**src/rtl/tea_block_loader.sv**
```systemverilog
// Input stage of the TEA datapath: debounces the push-button, assembles v0/v1/k0..k3
// from 24 operator-entered bytes and offers the operand set over a valid/ready handshake.
`timescale 1ns/1ps
module tea_block_loader #(
  parameter int unsigned DEBOUNCE_CYCLES = 250000,
  parameter int unsigned DB_W            = 18
) (
  input  logic        clk,
  input  logic        resetn,
  input  logic        go_n,
  input  logic [7:0]  data_in,
  input  logic        mode_in,
  output logic [31:0] v0,
  output logic [31:0] v1,
  output logic [31:0] k0,
  output logic [31:0] k1,
  output logic [31:0] k2,
  output logic [31:0] k3,
  output logic        mode,
  output logic        out_valid,
  input  logic        out_ready,
  output logic [4:0]  byte_idx
);

  localparam logic [DB_W-1:0] CNT_LAST = DB_W'(DEBOUNCE_CYCLES - 1);

  typedef enum logic {COLLECT, VALID} state_t;
  state_t state;

  logic            sync1;
  logic            sync2;
  logic            db;
  logic            db_d;
  logic [DB_W-1:0] cnt;
  logic            press;

  always_ff @(posedge clk) begin
    if (!resetn) begin
      sync1 <= 1'b1;
      sync2 <= 1'b1;
      db    <= 1'b1;
      db_d  <= 1'b1;
      cnt   <= '0;
    end else begin
      sync1 <= go_n;
      sync2 <= sync1;
      db_d  <= db;
      // Any sample that agrees with the debounced level restarts the stability count.
      if (sync2 == db) begin
        cnt <= '0;
      end else if (cnt == CNT_LAST) begin
        db  <= sync2;
        cnt <= '0;
      end else begin
        cnt <= cnt + 1'b1;
      end
    end
  end

  assign press = db_d & ~db;

  always_ff @(posedge clk) begin
    if (!resetn) begin
      state     <= COLLECT;
      v0        <= '0;
      v1        <= '0;
      k0        <= '0;
      k1        <= '0;
      k2        <= '0;
      k3        <= '0;
      mode      <= 1'b0;
      out_valid <= 1'b0;
      byte_idx  <= '0;
    end else begin
      case (state)
        COLLECT: begin
          if (press) begin
            case (byte_idx[4:2])
              3'd0:    v0 <= {v0[23:0], data_in};
              3'd1:    v1 <= {v1[23:0], data_in};
              3'd2:    k0 <= {k0[23:0], data_in};
              3'd3:    k1 <= {k1[23:0], data_in};
              3'd4:    k2 <= {k2[23:0], data_in};
              3'd5:    k3 <= {k3[23:0], data_in};
              default: ;
            endcase
            if (byte_idx == 5'd23) begin
              mode      <= mode_in;
              byte_idx  <= '0;
              out_valid <= 1'b1;
              state     <= VALID;
            end else begin
              byte_idx <= byte_idx + 5'd1;
            end
          end
        end
        VALID: begin
          // Presses while the operand set is on offer are dropped, not queued.
          if (out_ready) begin
            out_valid <= 1'b0;
            state     <= COLLECT;
          end
        end
        default: state <= COLLECT;
      endcase
    end
  end

endmodule

```
**config.mk**
```make
export PLATFORM = sky130hd
export DESIGN_NAME = tea_block_loader
export DESIGN_NICKNAME = d
export VERILOG_FILES = /design/src/rtl/tea_block_loader.sv
export SDC_FILE = /design/constraint.sdc
export NUM_CORES = 1
export LEC_CHECK = 0
export BUFFER_PORTS_ARGS = -buffer_cell sky130_fd_sc_hd__buf_2
export CAP_MARGIN = 15
export CORE_MARGIN = 10
export CORE_UTILIZATION = 53
export CTS_CLUSTER_DIAMETER = 40
export DETAILED_ROUTE_END_ITERATION = 7
export PLACE_DENSITY_LB_ADDON = 0.1
export SKIP_CTS_REPAIR_TIMING = 1
export SYNTH_ARGS = -nofsm -noshare
export SYNTH_HDL_FRONTEND = slang
export SYNTH_SLANG_ARGS = --single-unit
```
**constraint.sdc**
```tcl
create_clock -name clk -period 2.43 [get_ports clk]
set_clock_uncertainty 0.1 [all_clocks]
set_input_delay 0.243 -clock clk [delete_from_list [all_inputs] [get_ports clk]]
set_output_delay 0.243 -clock clk [all_outputs]
set_load 0.005 [all_outputs]
```
======== Word level (Yosys, flattened, before mapping) ========
Index checks and enable logic that the tools add are counted.
word-level totals
  bits in registers ....................... 222
  input bits .............................. 13
  output and inout port bits .............. 199
cells by class
  add/sub/neg operators ................... 2
  eq/ne operators ......................... 11
  muxes and demuxes ....................... 9
  bitwise logic cells ..................... 5
  reduce and logical (&&, ||, !) cells .... 12
operator list
  operator                                                          count
  3-bit AND reduction                                               8
  18-bit by 1-bit adder with 18-bit output (second input constant)  1
  18-bit == test (second input constant)                            1
  3-bit by 2-bit == test with 1-bit output (second input constant)  2
  3-bit == test (second input constant)                             2
  1-bit two-way mux                                                 6
  2-bit != test (second input constant)                             3
  5-bit by 1-bit adder with 5-bit output (second input constant)    1
  5-bit == test (second input constant)                             1
  5-bit two-way mux                                                 1
  1-bit inverter                                                    4
  1-bit case mux with 2 select lines                                2
  2-bit AND reduction                                               2
  3-bit by 1-bit == test with 1-bit output (second input constant)  1
  3-bit zero test                                                   1
  3-bit OR reduction                                                1
  1-bit AND                                                         1
  1-bit == test                                                     1

======== Longest topological paths before layout ========
  word-level depth ........................ 4
  mapped depth ............................ 8
  depth with buffers taken out ............ 5

======== Worst setup path before layout ========
Ideal clock, no wire load.
  kind .................................... reg2reg
  start point ............................. register cnt[0]
  end point ............................... register cnt[10]
  library setup time ...................... 0.117 ns
  arrival ................................. 1.633 ns
  required time ........................... 2.213 ns
  setup slack ............................. 0.580 ns
  stages on the path, launching flop included .. 9
  period minus slack after synthesis ...... 1.850 ns
  cells stage by stage .................... dfxtp_1 -> ha_1 -> clkbuf_1 -> nand3_1 -> and4b_1 -> a21o_1 -> buf_2 -> buf_2 -> nor2_1
on the way
  longest elaborated chain between the ends .. 2
  elaborated cells on any way between the ends .. 3
  those cells by class .................... add/sub (1); eq/ne (1); reduce/logical (1)
RTL lines
  what                                                                              RTL line  text
  start, declared                                                                   34        logic [DB_W-1:0] cnt;
  start signal, assigned                                                            55        cnt <= cnt + 1'b1;
  branches (longest 2 deep; another with 18-bit by 1-bit adder with 18-bit output)  -
Parallel ways; which one is timed is not known.
A chain may end at the register's enable or synchronous reset.

======== Final worst setup path ========
  start point ............................. register byte_idx[4]
  end point ............................... register k0[4]
on the way
  longest elaborated chain between the ends .. 2
RTL lines
  what                                      RTL line  text
  start, declared                           22        output logic [4:0] byte_idx
  start signal, assigned                    93        byte_idx <= byte_idx + 5'd1;
  3-bit by 2-bit == test with 1-bit output  78        case (byte_idx[4:2])
  3-bit AND reduction (no source line)      -
  end signal, assigned                      81        3'd2: k0 <= {k0[23:0], data_in};
  end, declared                             15        output logic [31:0] k0,
Every way passes these cells.

==> run summary <==
HP Class: primary input to register
Die span in x: 146 um
Highest clock rate: 498 MHz
Post-Layout Inst Area: 10800 um2
Int Pwr: 6460 uW
Flops & latches, synth: 222
Core area: 15800 um2
Synth top area cells: dfxtp_1, nand2_1, a21boi_0
Post-Place Cell Area: 9650 um2
Pwr Total: 8260 uW
LEAKAGE: 0.00433 uW
CP Capture Type: register
Post-Syn Instances: 992
Starting Density: 0.537
CTS root buf: clkbuf_16
Dominant synthesized flop cell: dfxtp_1
Worst-path cell chain: or4b_4 > nor3b_4 > buf_12 > nand2_1 > a21boi_1
Fin crit share: 0.826
Die Height: 146 um
Library cells used by synthesis: 43
Cell row count: 46
Setup violators final: 0
Syn. warnings: 0
Ys async rst share: 0
Ant diodes: 0
Full die area: 21400 um2
Layout cell share with drive strength beyond 1: 0.240
Max incr delay on CP: 620 ps
CTS Buf Count: 31
Outcome: finished clean
Comb power frac: 0.018
Yosys top cell area share: 0.525
# nets final: 1213
Switching pwr: 1800 uW
First-pass iteration count of the detailed router: 4
Worst Setup Start Kind: register
Area Overhead vs Synth: 27.8%
Final Hold Fails: 0
Syn Area/Cell: 8.53 um2
RSZ-0062 raised after global routing: no
Post-synthesis sequential area ratio: 0.525
Fillcell total: 1372
Port Buffers: 211
PD cells: 764 nW/um2
Pin count of the biggest net entering global routing: 85
Setup CP Type: register to register
Switch share: 0.218
Cell Area, Synth: 8460 um2
GR Overflow Total: 0
Vias in the first global route: 6772
VDD IR-drop max: 532 uV
Vias per std cell: 4.96
Total clock sinks: 222
Maximum clock path buffer count: 3
Final-report max-slew violation count: 0
First-pass GRT wire length: 35600 um
Clock power share: 0.542
Initial antenna violation count: 0
WP data arrival: 2360 ps
Worst-margin pin slew: 592 ps
Reg clk slew, reported paths: 60 ps
EDFF count, synth: 0
Vias: 7137
Drt drc: 0
I/O pin total: 212
Fin crit period: 2010 ps
Most common cell after layout, fill and taps aside: nand2_1
Required @ worst endpoint: 2790 ps
Leading area contributor after synthesis: dfxtp_1
Clk Latency, worst-skew pair: 540 ps
GR Util All Layers: 0.195
Dpl hpwl: 14600 um
Initial DRC count: 428
DRT antenna net count: 0
RD Place Congestion: 0.802
Worst-path maximum fanout: 26
Sequential Power Share: 0.441
Pre-CTS setup slack: 451 ps
CTS tree: built
MaxCap Viol Count: 0
Synth Net Count: 1007
Final wirelength: 22100 um
Final TNS setup: 0 ps
Final worst slack: 423 ps
Worst path slowest cell: or4b_4
Relative slew slack: 0.605
Drt wl/cell: 15.3 um
Most frequent cells in the layout: nand2_1, dfxtp_1, buf_2
H-tree depth: 1
[kinds of logic after synthesis]
kind of cell | share of synthesized area
buf+inv | 0.0368
simple gates | 0.236
flops | 0.525
compound gates | 0.181
xor+xnor | 0.0145
mux | 0.00370
fa+ha+maj | 0.00296
[sequential cells by signal (all words and copies together) (netlist names)]
signal / cells
db_d: 1
out_valid: 1
mode: 1
v1: 32
byte_idx: 5
v0: 32
state: 1
cnt: 18
db: 1
k2: 32
sync1: 1
k3: 32
sync2: 1
k1: 32
k0: 32
[critical path: cells and delay by family, from the launching register on]
family	cells	cell delay, ps
buffers and inverters	1	220
AND/OR/NAND/NOR	3	1080
AO/OA/AOI/OAI	1	140
flip-flops	1	380
[cell type report]
cell class | instances | area [um2] | area share
Tap cell | 216 | 270 | 0.0250
Sequential cell | 222 | 4440 | 0.411
Inverter | 2 | 7.51 | 0.000694
Multi-Input combinational cell | 701 | 3710 | 0.343
Timing Repair Buffer | 240 | 1330 | 0.123
Clock buffer | 34 | 807 | 0.0746
Clock inverter | 24 | 255 | 0.0236
[routing by layer]
| layer | track usage | wire length [um] | vias up |
|---|---|---|---|
| li1 | - | - | 3650 |
| met3 | 0.0600 | 1640 | 34 |
| met2 | 0.310 | 9960 | 196 |
| met4 | 0.0561 | 428 | 0 |
| met1 | 0.251 | 10000 | 3257 |
| met5 | 0 | 0 | - |
[worst paths after layout]
check	from	end	slack, ps	cells past startpoint
min reg2reg	sync1	sync2	330	1
max reg2reg	byte_idx[4]	k0[4]	420	5
max	byte_idx[4]	k0[4]	420	5
min	resetn	sync1	10	2
[Yosys cell counts (all sizes together), types with 2 or more instances]
cell    count
and4        2
and2        3
or3         2
nor3b       4
and3        6
nand3b      3
xor2        8
clkbuf     47
nor2       17
nor2b       5
nand3      11
a21boi    194
o21ai       2
nor3        2
inv         2
nand2b      4
nand4       6
or4         3
ha          2
nand2     400
buf        20
mux2i       2
nor4b       3
a21oi       6
o31ai       3
xnor2       6
dfxtp     222
[per-stage QoR]
step	hold WS, ps	std cells	util
5_1_grt	8.11	1439	0.686
3_3_place_gp	292	1370	0.612
6_report	10.3	1439	0.686
2_1_floorplan	232	992	-
4_1_cts	-193	1428	0.679
3_5_place_dp	296	1370	0.612
[power groups by stage]
stage | logic [uW] | registers (uW) | clock network (uW)
floorplan | 76.8 | 3720 | 0
global placement | 132 | 3720 | 0
finish | 145 | 3640 | 4480
global route | 153 | 3640 | 4730
CTS | 131 | 3640 | 4570
detailed placement | 131 | 3720 | 0
Power figures use the tool's default switching activity.
